## src/rtl/cntdn_timer.sv

```systemverilog
// Loadable down-counting timer: counts a preset value to zero, one step every DIV clocks,
// with pause/resume, a one-cycle done pulse and a sticky expired flag.
module cntdn_timer #(
    parameter int WIDTH = 16,
    parameter int DIV   = 1000,
    parameter int DIV_W = 10
) (
    input  logic             clk,
    input  logic             reset,
    input  logic             load,
    input  logic [WIDTH-1:0] load_val,
    input  logic             start,
    input  logic             pause,
    output logic [WIDTH-1:0] q,
    output logic             running,
    output logic             done,
    output logic             expired
);

    localparam logic [1:0] S_IDLE    = 2'd0;
    localparam logic [1:0] S_RUN     = 2'd1;
    localparam logic [1:0] S_PAUSE   = 2'd2;
    localparam logic [1:0] S_EXPIRED = 2'd3;

    localparam logic [DIV_W-1:0] PRESC_LAST = DIV_W'(DIV - 1);

    logic [1:0]       state_r, state_s;
    logic [WIDTH-1:0] q_r, q_s;
    logic [DIV_W-1:0] presc_r, presc_s;
    logic             done_r, done_s;
    logic             running_r, expired_r;
    logic             tick_s;

    assign tick_s = (presc_r == PRESC_LAST);

    // Next-state, count and prescaler decisions; load overrides everything but reset.
    always_comb begin
        state_s = state_r;
        q_s     = q_r;
        presc_s = presc_r;
        done_s  = 1'b0;
        if (load) begin
            q_s     = load_val;
            presc_s = {DIV_W{1'b0}};
            state_s = S_IDLE;
        end else begin
            case (state_r)
                S_IDLE: begin
                    if (start) begin
                        if (q_r != {WIDTH{1'b0}}) begin
                            state_s = S_RUN;
                            presc_s = {DIV_W{1'b0}};
                        end else begin
                            state_s = S_EXPIRED;
                            done_s  = 1'b1;
                        end
                    end else begin
                        state_s = S_IDLE;
                    end
                end
                S_RUN: begin
                    if (tick_s) begin
                        presc_s = {DIV_W{1'b0}};
                        // q==0 cannot occur in RUN; treating it like q==1 guarantees no underflow.
                        if (q_r > WIDTH'(1)) begin
                            q_s     = q_r - WIDTH'(1);
                            state_s = pause ? S_PAUSE : S_RUN;
                        end else begin
                            q_s     = {WIDTH{1'b0}};
                            state_s = S_EXPIRED;
                            done_s  = 1'b1;
                        end
                    end else if (pause) begin
                        state_s = S_PAUSE;
                    end else begin
                        presc_s = presc_r + DIV_W'(1);
                    end
                end
                S_PAUSE: begin
                    if (start) begin
                        state_s = S_RUN;
                    end else begin
                        state_s = S_PAUSE;
                    end
                end
                S_EXPIRED: begin
                    q_s = {WIDTH{1'b0}};
                end
                default: begin
                    state_s = S_IDLE;
                    q_s     = {WIDTH{1'b0}};
                    presc_s = {DIV_W{1'b0}};
                end
            endcase
        end
    end

    // State and registered outputs; status flags track the state being entered.
    always_ff @(posedge clk) begin
        if (reset) begin
            state_r   <= S_IDLE;
            q_r       <= {WIDTH{1'b0}};
            presc_r   <= {DIV_W{1'b0}};
            done_r    <= 1'b0;
            running_r <= 1'b0;
            expired_r <= 1'b0;
        end else begin
            state_r   <= state_s;
            q_r       <= q_s;
            presc_r   <= presc_s;
            done_r    <= done_s;
            running_r <= (state_s == S_RUN);
            expired_r <= (state_s == S_EXPIRED);
        end
    end

    assign q       = q_r;
    assign running = running_r;
    assign done    = done_r;
    assign expired = expired_r;

endmodule

```

## config.mk

```make
export PLATFORM = sky130hd
export DESIGN_NAME = cntdn_timer
export DESIGN_NICKNAME = d
export VERILOG_FILES = /design/src/rtl/cntdn_timer.sv
export SDC_FILE = /design/constraint.sdc
export NUM_CORES = 1
export LEC_CHECK = 0
export CAP_MARGIN = 15
export CORE_ASPECT_RATIO = 0.9
export CORE_MARGIN = 1.5
export CORE_UTILIZATION = 45
export CTS_CLUSTER_SIZE = 10
export DETAILED_ROUTE_END_ITERATION = 10
export PLACE_DENSITY = 0.75
export REMOVE_ABC_BUFFERS = 1
export SLEW_MARGIN = 20
export SYNTH_ARGS = -nofsm -noshare
export SYNTH_HDL_FRONTEND = slang
export SYNTH_SLANG_ARGS = --single-unit
```

## constraint.sdc

```tcl
create_clock -name clk -period 2.3 [get_ports clk]
set_input_delay 0.575 -clock clk [delete_from_list [all_inputs] [get_ports clk]]
set_output_delay 0.575 -clock clk [all_outputs]
set_load 0.02 [all_outputs]
```

==> flow_metrics.env, run 1 <==
export IMPL_status="finished, final reports clean"
export IMPL_postLayoutCoreUtil_pct=61.2
export IMPL_r2r_start="q[0]"
export IMPL_drive_gt1_share_pct=11.4
export IMPL_synth_async_sr_flop_share_pct=0
export IMPL_hp_class="flip-flop to flip-flop"
export IMPL_synth_area_um2=1870
export IMPL_dp_hpwl_um=3510
export IMPL_cp_slowest_cell="dfxtp_1"
export IMPL_slew_viol_final=0
export IMPL_num_nets_final=304
export IMPL_io_pins=40
export IMPL_dieWidth_um=70.9
export IMPL_cts_sinks=31
export IMPL_worst_hold_path_endpoint="presc_r[8]"
export IMPL_slew_limit_headroom_pct=68.5
export IMPL_ir_drop_v=0.000376
export IMPL_synth_seq_cells=31
export IMPL_drt_iter0_markers=164
export IMPL_post_cts_buffers=0
export IMPL_clock_latency_ns=0.28
export IMPL_area_growth_pct=31.8
export IMPL_whs_path_depth=2
export IMPL_worstMarginPinSlew_ns=0.469
export IMPL_core_area_um2=4020
export IMPL_floorplan_initialDensity_pct=46.4
export IMPL_tritoncts="yes"
export IMPL_remaining_drc_errors=0
export IMPL_max_stage_delay_ns=0.43
export IMPL_die_y_um=64.1
export IMPL_ant_nets=0
export IMPL_setup_ws_ns=0.244
export IMPL_synth_ff_type="dfxtp_1"
export IMPL_hold_start="presc_r[8]"
export IMPL_synth_top_family_by_area="compound AO/OA/AOI/OAI gates"
export IMPL_fin_area_um2=2460
export IMPL_cts_resized=0
export IMPL_grt_max_degree=18
export IMPL_cp_required_ns=2.52
export IMPL_r2r_end="running"
export IMPL_regToRegSetupSlack_ns=0.24
export IMPL_synth_edff_count=0
export IMPL_postSynthCellCount=230
export IMPL_cts_hold_buffers=0
export IMPL_grt_pass1_vias=1707
export IMPL_crit_path_cell_trace="inv_1 > ha_1 > or2_2 > nor4b_1 > o211ai_1 > a21boi_0 > nor2b_1"
export IMPL_synth_compound_area_share_pct=29.4
export IMPL_finalHoldViolations=0
export IMPL_clk_path_buf_depth=2
export IMPL_fmax_ghz=0.486
export IMPL_n_fill_cell=385
export IMPL_power_uw=1430
export IMPL_endpoint_kind="flip-flop"
export IMPL_dp_slack_ns=0.0558
export IMPL_multiInputGateArea_um2=1140
export IMPL_totalWireLength_um=4800
export IMPL_vias=1987
export IMPL_max_cap_violations=0
export IMPL_regArea_um2=621
export IMPL_cts_buffers=5
export IMPL_critPathKind="flip-flop to flip-flop"
export IMPL_rr_worst_depth=7
export IMPL_synth_seq_area_share_pct=33.3
export IMPL_startpoint_type="flip-flop"
export IMPL_min_period_ns=2.06
export IMPL_htree_levels=2
export IMPL_synth_simple_area_share_pct=29.2
export IMPL_p_per_area_nw_per_um2=582
export IMPL_gp_congestion=0.860
export IMPL_min_period_over_period_pct=89.4
export IMPL_fin_tns_setup_ns=0
export IMPL_path_clk_slew_ns=0.06
export IMPL_synth_cell_types=56
export IMPL_io_buffers=39
export IMPL_rsz0062_at_grt="no"
export IMPL_ctsRootBufferMaster="clkbuf_8"
export IMPL_drt_vias_per_instance=6.06
export IMPL_wl_per_cell_um=14.6
export IMPL_yosys_mux_area_fraction_pct=0
export IMPL_yosysWarnings=0
export IMPL_syn_avg_cell_area_um2=8.11
export IMPL_synth_xor_area_share_pct=0
export IMPL_leakage_uw=0.000835
export IMPL_path_max_fanout=6
export IMPL_synth_adder_area_share_pct=2.68
export IMPL_antenna_found_initial=0
export IMPL_n_antenna_cell=0
export IMPL_arrival_ns=2.28
export IMPL_clock_skew_final_ns=0.00555
export IMPL_grt_overflow_total=0
export IMPL_grt_pass1_wl_um=8180
export IMPL_final_setup_viol_count=0
export IMPL_track_usage_pct=22.3
export IMPL_placed_area_um2=2360
export IMPL_drt_first_pass_iters=4
export IMPL_core_rowCount=22
export IMPL_die_area_um2=4540
-- placed cells by master (no fill, tap or decap), types with 3 or more instances in the layout --
cell type        Yosys  final
clkdlybuf4s50_1      0     39
dfxtp_1             31     31
a21oi_1             22     22
nand2_1             20     20
buf_4                1     14
nor3_1              11     11
inv_1               10     10
a31oi_1             10     10
o21ai_0              9      9
nor2_1               8      8
nand3_1              7      7
nand4_1              7      7
a22oi_1              7      7
clkbuf_8             0      7
o31ai_1              6      6
or4_1                6      6
or3_1                4      4
ha_1                 4      4
nand2b_1             3      3
or2_2                3      3
o311ai_0             3      3
nor4_1               3      3
and2_1               3      3
o41ai_1              3      3
a211oi_1             3      3
o211ai_1             3      3
-- kinds of logic after synthesis --
kind of cell / Yosys count
AO/OA/AOI/OAI: 81
flip-flops: 31
buffers and inverters: 21
adder cells (fa/ha/maj): 4
AND/OR/NAND/NOR: 93
-- Yosys cell counts, drive strengths merged (2+ instances only) --
cell type  number  area share (%)
or2             5             1.7
o21a            2            0.80
o21ai          10             2.9
nand2          20             4.0
a21oi          22             5.9
nor4            5             2.8
nand3           7             1.9
or4             7             3.0
nor2            8             1.6
clkbuf          7             1.5
ha              4             2.7
buf             4             1.9
and3            3             1.1
o31ai           6             2.4
nand2b          3             1.0
inv            10             2.0
a31oi          10             3.4
o311ai          3             1.4
nor3           11             3.0
o211ai          3             1.2
or3             4             1.3
nand4           7             2.3
dfxtp          31              33
a211oi          3             1.2
and2            3             1.0
nor2b           2            0.67
and4            2             1.1
a22oi           7             2.8
a221oi          2            0.94
a31o            2             1.4
o41ai           3             1.4
-- stage by stage --
step           hold WS [ns]  instances
3_3_place_gp          0.475        320
5_1_grt               0.536        328
3_5_place_dp          0.480        320
4_1_cts               0.491        328
2_1_floorplan         0.461        219
6_report              0.498        328
-- state kept, by name (all words and copies together) (netlist names) --
signal	cells
expired	1
running	1
q	16
presc_r	10
state_r	2
done	1
-- worst max-delay path: cells and delay by family (launching register included) --
| kind | cells | cell delay (ns) |
|---|---|---|
| fa+ha+maj | 1 | 0.25 |
| flops | 1 | 0.43 |
| compound gates | 2 | 0.53 |
| buf+inv | 1 | 0.13 |
| simple gates | 3 | 0.68 |
-- cell type report --
cell class,count,area share [%]
Clock buffer,8,4.07
Timing Repair Buffer,53,20.2
Sequential cell,31,25.2
Tap cell,48,2.44
Inverter,10,1.53
Multi-Input combinational cell,178,46.6
-- metal layers --
metal  wire length [um]  share of wire [%]  track usage [%]
met4                 92                1.9             9.20
met1               2390                 50             33.0
met5                  0                  0                0
met3                273                5.7             5.21
met2               2050                 43             30.6
-- report_power, final --
group          leakage [uW]  internal [uW]  switching, uW  total [uW]
combinational      0.000530            168            189         357
clock             0.0000515            273            198         471
sequential         0.000253            563           40.4         603
total              0.000835           1000            427        1430
-- worst max path at each step --
stage          startpoint    endpoint  slack, ns  cells past startpoint
2_1_floorplan        q[0]        q[6]       0.06                      6
3_3_place_gp        pause  presc_r[8]       0.09                      6
3_5_place_dp        pause  presc_r[4]       0.06                      6
4_1_cts              q[0]     running       0.25                      7
5_1_grt              q[0]     running       0.08                      7
6_report             q[0]     running       0.24                      7
(Power assumes the default switching activity.)
==> run 2: changes to the inputs <==
--- a/config.mk
+++ b/config.mk
@@ -5,13 +5,14 @@
 export SDC_FILE = /design/constraint.sdc
 export NUM_CORES = 1
 export LEC_CHECK = 0
+export ABC_AREA = 1
 export CAP_MARGIN = 15
 export CORE_ASPECT_RATIO = 0.9
 export CORE_MARGIN = 1.5
 export CORE_UTILIZATION = 45
 export CTS_CLUSTER_SIZE = 10
 export DETAILED_ROUTE_END_ITERATION = 10
-export PLACE_DENSITY = 0.75
+export PLACE_DENSITY = 0.73
 export REMOVE_ABC_BUFFERS = 1
 export SLEW_MARGIN = 20
 export SYNTH_ARGS = -nofsm -noshare
==> flow_metrics.env, run 2 <==
export IMPL_fin_area_um2=2620
export IMPL_syn_avg_cell_area_um2=6.60
export IMPL_synth_async_sr_flop_share_pct=0
export IMPL_yosysMostFrequentCell="nand2_1"
export IMPL_clk_path_buf_depth=2
export IMPL_dieWidth_um=75.6
export IMPL_grt_overflow_total=0
export IMPL_num_nets_final=385
export IMPL_yosys_top_cells_area="dfxtp_1, nand2_1, nor2_1, a21oi_1, inv_1"
export IMPL_grt_pass1_wl_um=9100
export IMPL_yosys_area_top_type="dfxtp_1"
export IMPL_grt_util_met2_pct=34.5
export IMPL_vias=2168
export IMPL_tritoncts="yes"
export IMPL_largest_register_ffs=16
export IMPL_remaining_drc_errors=0
export IMPL_io_buffers=39
export IMPL_cts_resized=0
export IMPL_cts_hold_buffers=0
export IMPL_cts_buffers=5
export IMPL_postLayoutCoreUtil_pct=57.9
export IMPL_max_stage_delay_ns=0.65
export IMPL_met3_usage_pct=6.19
export IMPL_fin_tns_setup_ns=0
export IMPL_postSynthCellCount=323
export IMPL_area_growth_pct=22.7
export IMPL_min_period_over_period_pct=84.6
export IMPL_post_cts_buffers=0
export IMPL_totalWireLength_um=5330
export IMPL_io_pins=40
export IMPL_n_antenna_cell=0
export IMPL_crit_path_cell_trace="clkdlybuf4s50_1"
export IMPL_core_area_um2=4520
export IMPL_drive_gt1_share_pct=9.42
export IMPL_leakage_uw=0.00106
export IMPL_floorplan_initialDensity_pct=47.2
export IMPL_arrival_ns=1.37
export IMPL_synth_ff_type="dfxtp_1"
export IMPL_endpoint_kind="output port"
export IMPL_synth_top_area_share_pct=29.1
export IMPL_synthTopCellsByCount="nand2_1, nor2_1, inv_1"
export IMPL_drt_first_pass_iters=4
export IMPL_drt_iter0_markers=194
export IMPL_die_y_um=68.3
export IMPL_hold_start="presc_r[9]"
export IMPL_max_cap_violations=0
export IMPL_synth_seq_area_share_pct=29.1
export IMPL_worstMarginPinSlew_ns=0.475
export IMPL_placed_area_um2=2540
export IMPL_ctsRootBufferMaster="clkbuf_8"
export IMPL_r2r_end="q[7]"
export IMPL_path_clk_slew_ns=0.07
export IMPL_grt_max_degree=19
export IMPL_min_period_ns=1.95
export IMPL_drt_vias_per_instance=5.13
export IMPL_startpoint_type="flip-flop"
export IMPL_ir_drop_v=0.000248
export IMPL_final_common_cell="nand2_1"
export IMPL_status="finished, final reports clean"
export IMPL_die_area_um2=5160
export IMPL_synth_area_um2=2130
export IMPL_r2r_start="presc_r[0]"
export IMPL_cts_sinks=31
export IMPL_path_max_fanout=6
export IMPL_cp_top_family="buffers and inverters"
export IMPL_synth_seq_cells=31
export IMPL_whs_path_depth=2
export IMPL_track_usage_pct=23.3
export IMPL_hp_class="flip-flop to flip-flop"
export IMPL_slew_viol_final=0
export IMPL_grt_pass1_vias=1987
export IMPL_gr_max_usage_layer="met2"
export IMPL_clock_latency_ns=0.29
export IMPL_yosysWarnings=0
export IMPL_finalHoldViolations=0
export IMPL_antenna_found_initial=0
export IMPL_worstPathBufferInverterCount=1
export IMPL_holdWs_ns=0.502
export IMPL_clock_skew_final_ns=0.00833
export IMPL_wl_per_cell_um=12.6
export IMPL_rsz0062_at_grt="no"
export IMPL_mostFrequentLayoutCells="nand2_1, nor2_1, clkdlybuf4s50_1, inv_1, dfxtp_1"
export IMPL_worst_hold_path_endpoint="presc_r[9]"
export IMPL_rr_worst_depth=10
export IMPL_ant_nets=0
export IMPL_synth_cell_types=35
export IMPL_final_setup_viol_count=0
export IMPL_core_rowCount=23
export IMPL_met1_usage_pct=33.2
export IMPL_fmax_ghz=0.514
export IMPL_p_per_area_nw_per_um2=525
export IMPL_htree_levels=2
export IMPL_gp_congestion=0.915
export IMPL_cp_required_ns=1.73
export IMPL_slew_limit_headroom_pct=68.3
export IMPL_critPathKind="flip-flop to output port"
export IMPL_cp_slowest_cell="clkdlybuf4s50_1"
export IMPL_synth_edff_count=0
export IMPL_dp_hpwl_um=3950
export IMPL_regToRegSetupSlack_ns=0.40
[run 2: cell types whose count changed after synthesis, sizes merged, moves of 5 or more]
cell   before  now
a21oi      22   29
a22oi       7   14
a31oi      10    1
inv        10   37
nand2      20   69
nand3       7   27
nor2        8   50
nor3       11    3
nor4        5    0
o21ai      10   21
o31ai       6    0
or4         7    0
xor2        0    5
[run 2: metal layers]
| layer | vias up | wire [um] |
|---|---|---|
| li1 | 1133 | - |
| met1 | 968 | 2640 |
| met2 | 61 | 2310 |
| met3 | 6 | 333 |
| met4 | 0 | 51 |
| met5 | - | 0 |
[run 2: area by class of cell]
type	instances	area, um2
Fill cell	460	1900
Timing Repair Buffer	44	428
Sequential cell	31	621
Clock inverter	1	5.00
Multi-Input combinational cell	240	1270
Inverter	38	143
Clock buffer	7	76.3
Tap cell	62	77.6
[run 2: worst max-delay path by stage]
stage                from  slack [ns]  cells past startpoint       to
2_1_floorplan        q[0]        0.60                      7    q[10]
3_3_place_gp         load        0.41                      5     q[3]
3_5_place_dp         load        0.38                      7  expired
4_1_cts              q[7]        0.35                      1     q[7]
5_1_grt        presc_r[0]        0.22                      9     q[0]
6_report            q[12]        0.35                      1    q[12]
[run 2: power by group]
part | switching (uW) | leakage, uW | internal [uW]
Combinational | 200 | 0.000759 | 156
Sequential | 36.5 | 0.000254 | 562
Clock | 206 | 0.0000422 | 212
Total | 443 | 0.00106 | 931
[run 2: logic make-up (layout without fill, tap and decap cells)]
| logic type | count (synthesis) | after routing | synth area share [%] |
|---|---|---|---|
| adders and majority gates | 4 | 4 | 2.35 |
| DFF | 31 | 31 | 29.1 |
| xor gates and xnor gates | 8 | 8 | 3.28 |
| buffers and inverters | 52 | 90 | 11.5 |
| and+or+nand+nor | 160 | 160 | 34.9 |
| AOI/OAI and AO/OA | 68 | 68 | 18.9 |
[run 2: metrics by stage]
step	power [uW]	std cells	worst slack, ns
5_1_grt	1450	423	0.215
3_3_place_gp	961	415	0.415
2_1_floorplan	822	309	0.603
6_report	1370	423	0.353
3_5_place_dp	964	415	0.380
4_1_cts	1380	423	0.348
[run 2: worst min-delay path, cell delays in order (launching register included)]
cell and delay, ns:
dfxtp_1 0.33, nand2_1 0.07, a21oi_1 0.05
